==> src/rtl/jtcps1_scroll_sched_if.sv <==
// jtcps1_scroll_sched_if
// VRAM request/arbitration bundle between the three scroll tilemap engines,
// the line scheduler/arbiter and the SDRAM VRAM client port.
// The master side is the engine/SDRAM environment.
// The slave side is the scheduler, which owns the shared read port.
// mem_data is broadcast unmodified, so engines read it straight from the bundle.

interface jtcps1_scroll_sched_if #(
    parameter int AW = 23
);
    logic [2:0]  req_cs;
    logic [AW:1] req_addr0;
    logic [AW:1] req_addr1;
    logic [AW:1] req_addr2;
    logic [2:0]  req_ok;
    logic        mem_cs;
    logic [AW:1] mem_addr;
    logic [15:0] mem_data;
    logic        mem_ok;
    logic [1:0]  gnt;

    modport master (
        output req_cs,
        output req_addr0,
        output req_addr1,
        output req_addr2,
        output mem_data,
        output mem_ok,
        input  req_ok,
        input  mem_cs,
        input  mem_addr,
        input  gnt
    );

    modport slave (
        input  req_cs,
        input  req_addr0,
        input  req_addr1,
        input  req_addr2,
        input  mem_ok,
        output req_ok,
        output mem_cs,
        output mem_addr,
        output gnt
    );
endinterface

==> src/rtl/jtcps1_scroll_sched.sv <==
// jtcps1_scroll_sched
// Per-line start sequencing for the 8x8/16x16/32x32 scroll engines and a
// round-robin VRAM arbiter whose grants last a whole access burst.
// Optional feature: define JTCPS1_SCHED_WDOG_EN to add a per-grant watchdog
// that forcibly releases an owner that waits WDOG cycles without mem_ok.

module jtcps1_scroll_sched #(
    parameter int AW   = 23,
    parameter int WDOG = 255
) (
    input  logic                    clk,
    input  logic                    rst_n,
    input  logic                    line_start_i,
    input  logic [2:0]              layer_en_i,
    output logic [2:0]              start_o,
    input  logic [2:0]              done_i,
    output logic [2:0]              busy_o,
    output logic                    overrun_o,
    jtcps1_scroll_sched_if.slave    bus
);

    typedef enum logic {
        ST_IDLE = 1'b0,
        ST_OWN  = 1'b1
    } arbState_t;

    // ------------------------------------------------------------------
    // Line sequencing state
    // ------------------------------------------------------------------
    logic [2:0]      start_q, start_d;
    logic [2:0]      busy_q, busy_d;
    logic            overrun_q, overrun_d;
    logic [2:0][1:0] age_q, age_d;

    logic [2:0]      finished;
    logic [2:0]      stillBusy;
    logic [2:0]      launch;

    // ------------------------------------------------------------------
    // Arbiter state
    // ------------------------------------------------------------------
    arbState_t       state_q, state_d;
    logic [1:0]      owner_q, owner_d;
    logic [1:0]      lastOwner_q, lastOwner_d;
    logic [2:0]      reqEff;
    logic            ownerReq;
    logic            wdogTrip;

    // Round-robin choice: first requester after the last owner, wrapping.
    function automatic logic [1:0] rrPick(input logic [1:0] last,
                                          input logic [2:0] req);
        logic [1:0] c0;
        logic [1:0] c1;
        c0 = (last == 2'd2) ? 2'd0 : last + 2'd1;
        c1 = (c0 == 2'd2) ? 2'd0 : c0 + 2'd1;
        if (req[c0]) begin
            return c0;
        end else if (req[c1]) begin
            return c1;
        end else begin
            return last;
        end
    endfunction

    assign ownerReq = bus.req_cs[owner_q];

`ifdef JTCPS1_SCHED_WDOG_EN
    localparam int WdW = (WDOG < 2) ? 1 : $clog2(WDOG + 1);

    logic [WdW-1:0] wdogCnt_q, wdogCnt_d;
    logic [2:0]     lockout_q, lockout_d;

    // An engine that lost the bus to the watchdog is ignored until its req_cs drops.
    assign reqEff = bus.req_cs & ~lockout_q;

    // Watchdog: count consecutive owned cycles without data, trip at the limit.
    always_comb begin
        wdogCnt_d = '0;
        wdogTrip  = 1'b0;
        lockout_d = lockout_q & bus.req_cs;
        if (state_q == ST_OWN && ownerReq && !bus.mem_ok) begin
            if (wdogCnt_q == WdW'(WDOG - 1)) begin
                wdogTrip           = 1'b1;
                lockout_d[owner_q] = 1'b1;
            end else begin
                wdogCnt_d = wdogCnt_q + 1'b1;
            end
        end
    end

    // Watchdog counter and lockout registers.
    always_ff @(posedge clk or negedge rst_n) begin
        if (!rst_n) begin
            wdogCnt_q <= '0;
            lockout_q <= '0;
        end else begin
            wdogCnt_q <= wdogCnt_d;
            lockout_q <= lockout_d;
        end
    end
`else
    // Without the watchdog every raised req_cs is eligible and no release is forced.
    assign reqEff   = bus.req_cs;
    assign wdogTrip = (WDOG < 0);
`endif

    // Done qualification, start pulses, busy and overrun next-state.
    always_comb begin
        finished  = '0;
        stillBusy = '0;
        launch    = '0;
        age_d     = age_q;
        for (int i = 0; i < 3; i++) begin
            // age >= 2 means the stale done level from before start has gone
            finished[i]  = busy_q[i] & done_i[i] & age_q[i][1];
            stillBusy[i] = busy_q[i] & ~finished[i];
            launch[i]    = line_start_i & layer_en_i[i] & ~stillBusy[i];
            if (launch[i]) begin
                age_d[i] = 2'd0;
            end else if (busy_q[i] && age_q[i] != 2'd3) begin
                age_d[i] = age_q[i] + 2'd1;
            end
        end
        start_d   = launch;
        busy_d    = stillBusy | launch;
        overrun_d = overrun_q | (line_start_i & (|stillBusy)) | wdogTrip;
    end

    // Line sequencing registers.
    always_ff @(posedge clk or negedge rst_n) begin
        if (!rst_n) begin
            start_q   <= '0;
            busy_q    <= '0;
            overrun_q <= 1'b0;
            age_q     <= '0;
        end else begin
            start_q   <= start_d;
            busy_q    <= busy_d;
            overrun_q <= overrun_d;
            age_q     <= age_d;
        end
    end

    // Arbiter next-state: grant from IDLE, release when the owner drops req_cs.
    always_comb begin
        state_d     = state_q;
        owner_d     = owner_q;
        lastOwner_d = lastOwner_q;
        case (state_q)
            ST_IDLE: begin
                if (|reqEff) begin
                    state_d = ST_OWN;
                    owner_d = rrPick(lastOwner_q, reqEff);
                end
            end
            ST_OWN: begin
                if (!ownerReq || wdogTrip) begin
                    state_d     = ST_IDLE;
                    lastOwner_d = owner_q;
                end
            end
            default: begin
                state_d = ST_IDLE;
            end
        endcase
    end

    // Arbiter registers; engine 0 gets first priority after reset.
    always_ff @(posedge clk or negedge rst_n) begin
        if (!rst_n) begin
            state_q     <= ST_IDLE;
            owner_q     <= 2'd0;
            lastOwner_q <= 2'd2;
        end else begin
            state_q     <= state_d;
            owner_q     <= owner_d;
            lastOwner_q <= lastOwner_d;
        end
    end

    // Bus outputs: the owner's chip select and address pass straight through,
    // so code/attribute address changes inside a burst need no extra cycle.
    always_comb begin
        bus.mem_cs   = 1'b0;
        bus.mem_addr = '0;
        bus.req_ok   = '0;
        bus.gnt      = 2'd0;
        if (state_q == ST_OWN) begin
            bus.mem_cs          = ownerReq;
            bus.req_ok[owner_q] = bus.mem_ok;
            bus.gnt             = owner_q + 2'd1;
            case (owner_q)
                2'd0:    bus.mem_addr = bus.req_addr0;
                2'd1:    bus.mem_addr = bus.req_addr1;
                default: bus.mem_addr = bus.req_addr2;
            endcase
        end
    end

    assign start_o   = start_q;
    assign busy_o    = busy_q;
    assign overrun_o = overrun_q;

endmodule

==> src/flat_wrapper.sv <==
// flat-port wrapper written by rule: the top's interface ports become plain ports
module jtcps1_scroll_sched_flat 
#(
    parameter int AW   = 23,
    parameter int WDOG = 255
)
  (clk, rst_n, line_start_i, layer_en_i, start_o, done_i, busy_o, overrun_o, bus_req_cs, bus_req_addr0, bus_req_addr1, bus_req_addr2, bus_mem_ok, bus_req_ok, bus_mem_cs, bus_mem_addr, bus_gnt);
  jtcps1_scroll_sched_if #(.AW(AW)) bus_i ();
  input  logic clk;
  input  logic rst_n;
  input  logic line_start_i;
  input  logic [2:0] layer_en_i;
  output logic [2:0] start_o;
  input  logic [2:0] done_i;
  output logic [2:0] busy_o;
  output logic overrun_o;
  input wire logic [$bits(bus_i.req_cs)-1:0] bus_req_cs;
  input wire logic [$bits(bus_i.req_addr0)-1:0] bus_req_addr0;
  input wire logic [$bits(bus_i.req_addr1)-1:0] bus_req_addr1;
  input wire logic [$bits(bus_i.req_addr2)-1:0] bus_req_addr2;
  input wire logic [$bits(bus_i.mem_ok)-1:0] bus_mem_ok;
  output wire logic [$bits(bus_i.req_ok)-1:0] bus_req_ok;
  output wire logic [$bits(bus_i.mem_cs)-1:0] bus_mem_cs;
  output wire logic [$bits(bus_i.mem_addr)-1:0] bus_mem_addr;
  output wire logic [$bits(bus_i.gnt)-1:0] bus_gnt;
  assign bus_i.req_cs = bus_req_cs;
  assign bus_i.req_addr0 = bus_req_addr0;
  assign bus_i.req_addr1 = bus_req_addr1;
  assign bus_i.req_addr2 = bus_req_addr2;
  assign bus_i.mem_ok = bus_mem_ok;
  assign bus_req_ok = bus_i.req_ok;
  assign bus_mem_cs = bus_i.mem_cs;
  assign bus_mem_addr = bus_i.mem_addr;
  assign bus_gnt = bus_i.gnt;
  jtcps1_scroll_sched #(.AW(AW), .WDOG(WDOG)) u_core (.clk(clk), .rst_n(rst_n), .line_start_i(line_start_i), .layer_en_i(layer_en_i), .start_o(start_o), .done_i(done_i), .busy_o(busy_o), .overrun_o(overrun_o), .bus(bus_i));
endmodule
==> config.mk <==
export PLATFORM = sky130hd
export DESIGN_NAME = jtcps1_scroll_sched_flat
export DESIGN_NICKNAME = d
export VERILOG_FILES = /design/src/rtl/jtcps1_scroll_sched_if.sv /design/src/rtl/jtcps1_scroll_sched.sv /design/src/flat_wrapper.sv
export SDC_FILE = /design/constraint.sdc
export NUM_CORES = 1
export LEC_CHECK = 0
export ABC_AREA = 1
export BUFFER_PORTS_ARGS = -buffer_cell sky130_fd_sc_hd__buf_2
export CORE_ASPECT_RATIO = 1.25
export CORE_MARGIN = 5
export CORE_UTILIZATION = 40
export CTS_BUF_LIST = sky130_fd_sc_hd__clkbuf_4
export DETAILED_ROUTE_END_ITERATION = 8
export GPL_TIMING_DRIVEN = 0
export PLACE_DENSITY_LB_ADDON = 0.3
export SYNTH_ARGS = -nofsm -noshare
export SYNTH_HDL_FRONTEND = slang
export SYNTH_SLANG_ARGS = --single-unit
==> constraint.sdc <==
create_clock -name clk -period 1.55 [get_ports clk]
set_input_delay 0.0775 -clock clk [delete_from_list [all_inputs] [get_ports clk]]
set_output_delay 0.0775 -clock clk [all_outputs]
set_load 0.005 [all_outputs]
## Yosys cells after proc, flatten, opt, wreduce, memory -nomap -nowiden

Cells that the tools add are included.

- $add $sub $neg: 6
- $lt $le $gt $ge: 4
- Equality and inequality tests: 6
- Multiplexer cells: 26
- Bitwise operators: 27
- Reductions and logical operators: 12

Operators with widths:

| cell | number |
|---|---|
| $pmux W23 S2 | 1 |
| $mux W23 | 1 |
| $mux W2 | 11 |
| $and A1 B1 Y1 | 16 |
| $add A2 B1 Y2 const B | 6 |
| $lt A2 B3 Y1 const B | 3 |
| $not A1 Y1 | 8 |
| $mux W1 | 7 |
| $bmux W1 S2 | 3 |
| $ne A2 B2 Y1 const B | 3 |
| $reduce_bool A2 Y1 | 3 |
| $reduce_or A3 Y1 | 2 |
| $eq A2 B2 Y1 const B | 2 |
| $logic_and A1 B1 Y1 | 4 |
| $reduce_and A2 Y1 | 2 |
| $and A3 B3 Y3 | 1 |
| $mux W3 | 1 |
| $or A3 B3 Y3 | 1 |
| $demux W1 S2 | 1 |
| $eq A2 B1 Y1 const B | 1 |
| $ge A2 B1 Y1 const B | 1 |
| $logic_not A2 Y1 | 1 |
| $pmux W1 S2 | 1 |
| $or A1 B1 Y1 | 1 |

- Flip-flop bits (word level): 18
- Input port bits: 82
- Output and inout port bits: 36
- Word-level logic and storage cells: 90

## Logic depth before layout (Yosys ltp)

- Depth in word-level cells: 8
- Mapped depth: 7
- Gate-level depth less buffers: 7

## Worst setup path after synthesis

Ideal clock, no wire load.

- Path type: reg-to-output
- From: register u_core.owner_q[0]
- To: output port bus_mem_addr[10]
- Data arrival time: 1.349 ns
- Required time: 1.472 ns
- Setup slack: 0.123 ns
- Stages on the path, launching flop included: 8
- Buffers on the path: 2
- Cell sequence: dfrtp_1 > inv_1 > ha_1 > buf_2 > nor2_4 > buf_4 > nand2_1 > a31oi_1

- Word-level cells in the longest chain between the ends: 3
- Elaborated cells between the ends (all ways): 4
- Those cells by class: 1 x eq/ne; 2 x mux; 1 x reduce/logical

RTL lines:

| what | RTL line | RTL |
|---|---|---|
| start: declaration | jtcps1_scroll_sched.sv:43 | `logic [1:0] owner_q, owner_d;` |
| start signal: assignment | jtcps1_scroll_sched.sv:176 | `owner_q <= owner_d;` |
| $eq A2 B1 Y1 / $logic_not A2 Y1 (equally long branches) | jtcps1_scroll_sched.sv:192 | `case (owner_q)` |
| $pmux W23 S2 (*) | jtcps1_scroll_sched.sv:192 |  |
| $mux W23 (*) | jtcps1_scroll_sched.sv:188 | `if (state_q == ST_OWN) begin` |
| end: declaration | flat_wrapper.sv:24 | `output wire logic [$bits(bus_i.mem_addr)-1:0] bus_mem_addr;` |

Mark *: on every way between the ends. The rest lies on a longest branch, timed or not.

## Worst setup path in the final report

- From: register u_core.owner_q[0]
- To: output port bus_mem_addr[19]

The elaborated chain is that of the path after synthesis.

==> summary.txt <==
Fill cell count: 336
Cell-internal power: 2.314 mW
Core Region: 3483 µm²
Final Cell Area: 2323 µm²
Synth Instances: 223
Routability cong.: 0.8722
Largest net degree at the start of global routing: 19
Effective utilization at floorplan: 41.45%
Mapped Area: 1444 µm²
Hpwl dp: 4045 µm
Syn nets: 311
CP Class: reg2out
Detail Route Antenna Nets: 0
Area contributors post-synth: dfrtp_1, nand2_1, a31oi_1
Vias per std cell: 4.813
FP Rows: 24
Avg Inst Size Synth: 6.475 µm²
Final Hold Fails: 0
Ys Warns: 0
Switch Pwr: 1.915 mW
Seq pwr share: 19.8%
Logic pwr share: 74.5%
Initial antenna violation count: 0
F_max: 572.1 MHz
Worst rel slew slack: 74.54%
PwrDens: 1820 nW/µm²
Total Wirelength: 5053 µm
Avg WL per Cell: 12.79 µm
Max clock buf depth: 2
Setup Skew: 0.007600 ns
TritonCTS clock tree: done
Port-buffer cells: 117
# DRC: 0
HP Class: in2reg
Number of global-route vias before repair: 1844
Clk slew on worst S/H paths: 0.09 ns
Final global-route overflow total: 0
Max IR drop VDD: 0.001123 V
Post-Place Setup Slack: -0.1789 ns
First-pass GRT wire length: 8500 µm
RSZ-0062 raised after global routing: yes
# H-tree levels: 1
Final Max Slew Viols: 0
Number of distinct library cells after synthesis: 21
Lkg Pwr: 1.351 nW
Die Width: 63.74 µm
Switching share of power: 45.27%
Worst setup margin: -0.1979 ns
Cell taking the most area after synthesis: dfrtp_1
Die area: 4918 µm²
Die Span Y: 77.17 µm
Startpoint types: register
Area grow syn2layout: 60.92%
Clock Latency Late Sink: 0.28 ns
Nets: 445
Top cell type's share of synthesized area: 29.46%
Clock root cell: clkbuf_4
# IOs: 118
Clk pwr share: 5.7%
Status: finished with violations
CP Max Fanout: 7
Total global routing track utilization: 20.68%
Worst-Margin Slew: 0.3819 ns
Post-Route Setup TNS: -3.016 ns
Dpl cell area: 2078 µm²
Failing checks: negative setup slack
CP endpoint kind: primary output
Detailed-route via count: 1901
Share of cells above drive strength 1: 45.22%
Post-synthesis sequential area ratio: 31.28%
Post-route minimum period: 1.748 ns
Setup Viol. Count Final: 23
TritonCTS buffer count: 3
Total power: 4.229 mW
Clock sink count: 18
Antenna cell count: 0
Register bit total from synthesis: 18
Worst Path Required: 1.47 ns
WP data arrival: 1.67 ns
DR iter-0 viols: 116
First drt pass iteration count: 4
Max Cap Viol: 0
Fin crit share: 112.8%
metal layers:
layer | global-route usage (%) | wire (µm) | up-vias
li1 | - | - | 980
met5 | 0 | 0 | -
met2 | 38.01 | 2615 | 87
met3 | 4.240 | 481 | 7
met4 | 4.366 | 60 | 0
met1 | 24.18 | 1896 | 827
layout by cell type, fill, tap and decap left out, types with 5 or more instances in the layout:
cell,netlist,layout
buf_2,8,119
inv_1,24,19
nor2_1,12,12
nand3_1,8,8
a31oi_1,25,25
inv_2,1,6
nand2_2,1,5
nand2_1,103,99
dfrtp_1,17,16
buf_4,2,9
flip-flops by register name, summed over array words and instances (netlist names):
signal,flops
u_core.busy_o,3
u_core.start_o,3
u_core.age_q,6
u_core.state_q,1
u_core.owner_q,2
u_core.lastOwner_q,2
u_core.overrun_o,1
per-stage QoR:
step | hold WS (ns) | instances | utilization (%)
finish | 0.06021 | 395 | 66.70
CTS | 0.04999 | 396 | 66.34
global placement | 0.01991 | 379 | 59.66
floorplan | -0.2181 | 223 | -
detailed placement | 0.02041 | 379 | 59.66
global route | 0.08436 | 395 | 66.70
power groups by stage:
| stage | Combinational (mW) | Sequential, mW | Clock, mW |
|---|---|---|---|
| after global placement | 2.54 | 0.850 | 0 |
| after global routing | 3.56 | 0.878 | 0.270 |
| after detailed placement | 2.56 | 0.857 | 0 |
| after CTS | 3.12 | 0.830 | 0.255 |
| after floorplan | 1.69 | 0.821 | 0 |
| final | 3.15 | 0.836 | 0.242 |
area by class of cell:
class	count	area, µm²	area share, %
Multi-Input combinational cell	170	887.1	38.18
Timing Repair Buffer	131	733.2	31.56
Sequential cell	18	452.9	19.49
Inverter	25	93.84	4.039
Buffer	8	77.57	3.339
Tap cell	39	48.80	2.100
Clock buffer	4	30.03	1.292
final timing paths:
check / from / end / slack (ns) / cells past startpoint
worst max-delay path: u_core.owner_q[0] / bus_mem_addr[19] / -0.20 / 7
worst min-delay path: line_start_i / u_core.busy_o[1] / 0.06 / 3
worst max register to register: u_core.lastOwner_q[1] / u_core.owner_q[1] / 0.32 / 6
worst min register to register: u_core.overrun_o / u_core.overrun_o / 0.46 / 1
max in group asynchronous: rst_n / u_core.lastOwner_q[1] / 0.99 / 2
min in group asynchronous: rst_n / u_core.start_o[1] / 0.23 / 2
cells in the mapped netlist, drive strengths merged:
cell type / instances
dfstp: 1
ha: 6
a21oi: 1
nand3: 9
o31ai: 1
a31oi: 25
o21ai: 2
nor2: 14
a21o: 1
inv: 25
nand4: 1
dfrtp: 17
xor2: 3
nand2: 104
buf: 10
mux2: 3
logic make-up (layout without fill, tap and decap cells):
group / count (synthesis) / in the layout / share of synthesized area (%)
buf+inv: 35 / 168 / 10.31
flops: 18 / 18 / 31.28
mux: 3 / 3 / 2.340
fa+ha+maj: 6 / 6 / 5.199
compound gates: 30 / 30 / 13.26
simple gates: 128 / 128 / 35.79
xor+xnor: 3 / 3 / 1.820
repair_timing:
action                                 4_1_cts  5_1_grt
pin swaps                                    4        7
endpoints found under the hold margin       20        0
hold buffers                                 4        0
gates resized for setup                     21        9
gates cloned                                 3        0
setup buffers                                7        1
setup endpoints to repair                   25       27
worst max-delay path, cell delays in order, from the launching register on:
cell	delay, ns
dfrtp_2	0.41
inv_2	0.06
ha_4	0.17
nor2_4	0.21
buf_6	0.15
nand2_2	0.05
a31oi_1	0.17
buf_2	0.15
Power figures use the tool's default switching activity.
